File: src/rtl/imem_loader.sv
// imem_loader: streams a length-prefixed byte image into instruction memory.
// Little-endian word assembly. The core is held in reset until the image is complete.
module imem_loader #(
  parameter int unsigned DEPTH     = 256,
  parameter logic [31:0] ADDR_BASE = 32'h0000_0000
) (
  input  logic        clk,
  input  logic        rst,
  input  logic        start,
  input  logic        in_valid,
  input  logic [7:0]  in_data,
  output logic        in_ready,
  output logic        we,
  output logic [31:0] waddr,
  output logic [31:0] wdata,
  output logic        busy,
  output logic        done,
  output logic        err,
  output logic        cpu_rst
);

  localparam int unsigned CW = 16;

  typedef enum logic [2:0] {
    S_IDLE, S_HDR0, S_HDR1, S_DATA, S_WRITE, S_DONE, S_ERR
  } state_t;

  state_t          r_state;
  logic [CW-1:0]   r_count;
  logic [CW-1:0]   r_words_done;
  logic [1:0]      r_idx;
  logic [23:0]     r_buf;
  logic [31:0]     r_waddr;
  logic [31:0]     r_wdata;
  logic            r_in_ready;
  logic            r_we;
  logic            r_busy;
  logic            r_done;
  logic            r_err;
  logic            r_cpu_rst;

  logic            w_xfer;
  logic [CW-1:0]   w_count_full;
  logic            w_last_word;

  // Byte handshake, the full header count, and last-word detection
  assign w_xfer       = in_valid & r_in_ready;
  assign w_count_full = {in_data, r_count[7:0]};
  assign w_last_word  = ((r_words_done + CW'(1)) == r_count);

  // Loader FSM with registered outputs; each branch sets the outputs of the state it enters
  always_ff @(posedge clk or posedge rst) begin
    if (rst) begin
      r_state      <= S_IDLE;
      r_count      <= '0;
      r_words_done <= '0;
      r_idx        <= '0;
      r_buf        <= '0;
      r_waddr      <= ADDR_BASE;
      r_wdata      <= '0;
      r_in_ready   <= 1'b0;
      r_we         <= 1'b0;
      r_busy       <= 1'b0;
      r_done       <= 1'b0;
      r_err        <= 1'b0;
      r_cpu_rst    <= 1'b1;
    end else begin
      case (r_state)
        S_IDLE, S_DONE, S_ERR: begin
          if (start) begin
            r_state      <= S_HDR0;
            r_words_done <= '0;
            r_waddr      <= ADDR_BASE;
            r_in_ready   <= 1'b1;
            r_busy       <= 1'b1;
            r_done       <= 1'b0;
            r_err        <= 1'b0;
            r_cpu_rst    <= 1'b1;
          end
        end
        S_HDR0: begin
          if (w_xfer) begin
            r_count[7:0] <= in_data;
            r_state      <= S_HDR1;
          end
        end
        S_HDR1: begin
          if (w_xfer) begin
            r_count[15:8] <= in_data;
            if (w_count_full == '0) begin
              r_state    <= S_DONE;
              r_in_ready <= 1'b0;
              r_busy     <= 1'b0;
              r_done     <= 1'b1;
              r_cpu_rst  <= 1'b0;
            end else if (32'(w_count_full) > DEPTH) begin
              r_state    <= S_ERR;
              r_in_ready <= 1'b0;
              r_busy     <= 1'b0;
              r_err      <= 1'b1;
            end else begin
              r_state    <= S_DATA;
              r_idx      <= '0;
            end
          end
        end
        S_DATA: begin
          if (w_xfer) begin
            r_idx <= r_idx + 2'd1;
            case (r_idx)
              2'd0: r_buf[7:0]   <= in_data;
              2'd1: r_buf[15:8]  <= in_data;
              2'd2: r_buf[23:16] <= in_data;
              default: begin
                // Whole word is published only with the write strobe
                r_wdata    <= {in_data, r_buf};
                r_state    <= S_WRITE;
                r_in_ready <= 1'b0;
                r_we       <= 1'b1;
              end
            endcase
          end
        end
        S_WRITE: begin
          r_we         <= 1'b0;
          r_words_done <= r_words_done + CW'(1);
          if (w_last_word) begin
            r_state   <= S_DONE;
            r_busy    <= 1'b0;
            r_done    <= 1'b1;
            r_cpu_rst <= 1'b0;
          end else begin
            r_waddr    <= r_waddr + 32'd4;
            r_state    <= S_DATA;
            r_in_ready <= 1'b1;
          end
        end
        default: begin
          r_state    <= S_IDLE;
          r_in_ready <= 1'b0;
          r_we       <= 1'b0;
          r_busy     <= 1'b0;
        end
      endcase
    end
  end

  assign in_ready = r_in_ready;
  assign we       = r_we;
  assign waddr    = r_waddr;
  assign wdata    = r_wdata;
  assign busy     = r_busy;
  assign done     = r_done;
  assign err      = r_err;
  assign cpu_rst  = r_cpu_rst;

endmodule

File: config.mk
export PLATFORM = sky130hd
export DESIGN_NAME = imem_loader
export DESIGN_NICKNAME = d
export VERILOG_FILES = /design/src/rtl/imem_loader.sv
export SDC_FILE = /design/constraint.sdc
export NUM_CORES = 1
export LEC_CHECK = 0
export CORE_MARGIN = 4
export CORE_UTILIZATION = 35
export DETAILED_ROUTE_END_ITERATION = 8
export GPL_TIMING_DRIVEN = 0
export PLACE_DENSITY = 0.54
export SLEW_MARGIN = 20
export SYNTH_ARGS = -nofsm -noshare
export SYNTH_HDL_FRONTEND = slang
export SYNTH_SLANG_ARGS = --single-unit
File: constraint.sdc
create_clock -name clk -period 3.5 [get_ports clk]
set_input_delay 0.35 -clock clk [delete_from_list [all_inputs] [get_ports clk]]
set_output_delay 0.35 -clock clk [all_outputs]
set_load 0.03 [all_outputs]
==> impl_results.md <==
* Outcome: completed
* Reg2reg start: r_words_done[0]
* Gr usage total at 17.72%
* CP max FO at 10
* Predominant post-synthesis flop cell: dfrtp_1
* Leakage power figure at between 3 and 4 nW
* Max stage delay on crit path at 0.48 ns
* Post-synthesis sequential element count at 129
* CTS root buffer: clkbuf_16
* Num rows at 50
* R2r setup slk at 0.26 ns
* Nets at 769
* R2r worst-path depth at 10
* Post-synth EDFFs at 0
* CP Data Arrival Time at 3.53 ns
* Die ar. at 21520 µm²
* DR vias at about 5.6k
* Slew Limit Fails at 0
* Residual DRC at 0
* Initial Util at 35.75%
* DP Area at 7931 µm²
* Clock Sinks at 129
* # port buffers at approximately 80
* Top-count cell post-synth: dfrtp_1
* Overflow after GRT at 0
* Antenna viol nets, final at 0
* Post-synthesis sequential area ratio at 47.97%
* Hold Crit Class: primary input to async pin
* CP Cell Sequence: ha_1 -> nand4_2 -> nor4_4 -> a21boi_1 -> o32ai_1 -> nor4_4 -> buf_2 -> buf_2 -> a2bb2oi_1 -> nand2_1
* Clk buf depth at 2
* Max-cap violations at 0
* Die Y at 146.7 µm
* Cell Area, Synth at 6733 µm²
* Critical path's slowest cell: dfrtp_1
* CTS tree: built
* Die width at 146.7 µm
* Worst-path clk slew at approximately 0.060 ns
* Area growth syn-to-layout at 27.19%
* DRT Wirelength at 18690 µm
* Synth unique cells at 66
* CP Class: flop to flop
* Ys Warns at 0
* First-pass GRT wire length at ~31000 µm
* Area contributors post-synth: dfrtp_1 (48%), mux2_2 (13%), nand2_1 (4.3%)
* Number of top-level pins at 82
* Clk_lat worst skew at 0.43 ns
* DRT Pass-1 Iters at 5
* RSZ-0062 raised after global routing: no
* Number of global-route vias before repair at 5655
* Syn Area/Cell at 10.39 µm²
* Share of layout cells above drive strength 1 at between 10% and 20%
* Hold-fix buffers, CTS at 0
* F_max at about 0.3 GHz
* H-tree levels at 4
* Largest net degree at the start of global routing at 33
* Power per Cell Area at 746.6 nW/µm²
* Ys async rst share at 100.0%
* Endpoints failing hold at 0
* Post-synth top cells: dfrtp_1 (128), nand2_1 (78), mux2_2 (76)
* Clock skew at 0.01304 ns
* Mapped Cells at 648
* Critical path data required time at 3.80 ns
* Yosys top cell by area: dfrtp_1
* Fillers at 1760
* Routability cong. at 0.8590
* Final Setup Violations at 0
* Vias per cell at 5.461
* Worst setup SP type: flop
* Final Critical Period at 3.236 ns
* CTS buffer count at 17
* Final instance area at roughly 8600 µm²
* Worst Tran Pin Value at 0.9067 ns
* Antenna diodes at 0
* Core ar. at roughly 19000 µm²
* Part of the cycle the worst path needs at 92.46%
* Setup TNS at 0 ns
* Synth top area share at 47.57%
* Worst vdd rail ir drop at 0.4503 mV
* Crit. End Element: flop
* DPL Wire Length at 13330 µm
* Initial antenna violation count at 0
* Crit path to: waddr[28]
* Crit Reg-Reg Endpoint: waddr[28]
* Critical path launch point: r_words_done[0]
* Initial DRC count at 392
* Rel. slew slack at around 39%
* DR WL/cell at 18.25 µm
flip-flops by register name, summed over array words and instances (netlist names), 2 cells and up:
signal and cells:
r_count 16, r_buf 24, r_state 3, r_words_done 16, r_idx 2, wdata 32
waddr 30
area by class of cell:
type	instances	area (µm²)	share of cell area, %
plain buffers	36	175.2	2.046
clock buffers	18	439.2	5.129
clock inverters	14	167.7	1.958
inverters	13	52.55	0.6137
multi-input cells	471	3306	38.60
flip-flops and latches	129	3229	37.71
well taps	260	325.3	3.799
repair buffers	83	868.3	10.14
layer usage:
layer | share of wire, % | global-route usage [%] | wire, µm
met1 | 47 | 24.85 | 8842
met2 | 46 | 27.26 | 8663
met3 | 4.9 | 3.609 | 910
met4 | 1.5 | 6.397 | 272
met5 | 0 | 0 | 0
worst max-delay path: cells and delay by family (launching register included):
kind	cells	cell delay [ns]
simple gates	4	1.16
compound gates	3	0.55
buf+inv	2	0.61
flops	1	0.48
fa+ha+maj	1	0.31
cell usage in the layout (no fill, tap or decap), types with 14 or more instances in the layout:
cell	n
a21oi_1	14
and3_1	16
clkbuf_1	21
clkbuf_16	17
clkdlybuf4s50_1	78
dfrtp_1	128
mux2_2	76
nand2_1	78
nand3_1	37
nor2_1	35
nor3_1	20
o211ai_1	14
o21ai_0	26
xnor2_1	15
how the worst min path moves through the flow:
stage	from	cells past startpoint	endpoint
2_1_floorplan	r_words_done[15]	1	r_words_done[15]
3_3_place_gp	r_buf[23]	1	wdata[23]
3_5_place_dp	r_buf[8]	1	r_buf[8]
4_1_cts	rst	2	r_buf[2]
5_1_grt	rst	2	r_buf[2]
6_report	rst	2	r_buf[2]
cells by family (layout without fill, tap and decap cells):
group | count (synthesis) | after routing | synth area share, %
AO/OA/AOI/OAI | 100 | 100 | 10.52
XOR/XNOR | 24 | 24 | 3.122
adder cells (fa/ha/maj) | 6 | 6 | 1.115
buffers and inverters | 49 | 164 | 3.326
flip-flops | 129 | 129 | 47.97
multiplexers | 90 | 90 | 14.87
other | 1 | 2 | 0.05570
AND/OR/NAND/NOR | 249 | 249 | 19.03
stage by stage:
stage | cells | utilization [%] | hold slack [ns] | worst slack, ns | power, mW
3_3_place_gp | 987 | 41.67 | 0.4847 | 0.06279 | 4.504
3_5_place_dp | 991 | 42.12 | 0.4901 | 0.05620 | 4.566
4_1_cts | 1023 | 45.34 | 0.2764 | 0.04352 | 6.427
2_1_floorplan | 649 | - | 0.4701 | 0.7302 | 3.706
5_1_grt | 1024 | 45.48 | 0.3009 | 0.05586 | 6.738
6_report | 1024 | 45.48 | 0.2725 | 0.2639 | 6.393
timing repair:
item                       4_1_cts  5_1_grt
setup buffers                    0        1
resized for setup                0        2
setup endpoints to repair        0       19
hold endpoints to repair         0        0
power by group:
group	internal [mW]	switching, mW	total (mW)
clock	1.09	0.750	1.84
sequential	1.92	0.329	2.25
combinational	0.970	1.33	2.30
total	3.98	2.41	6.39
(Power assumes the default switching activity.)
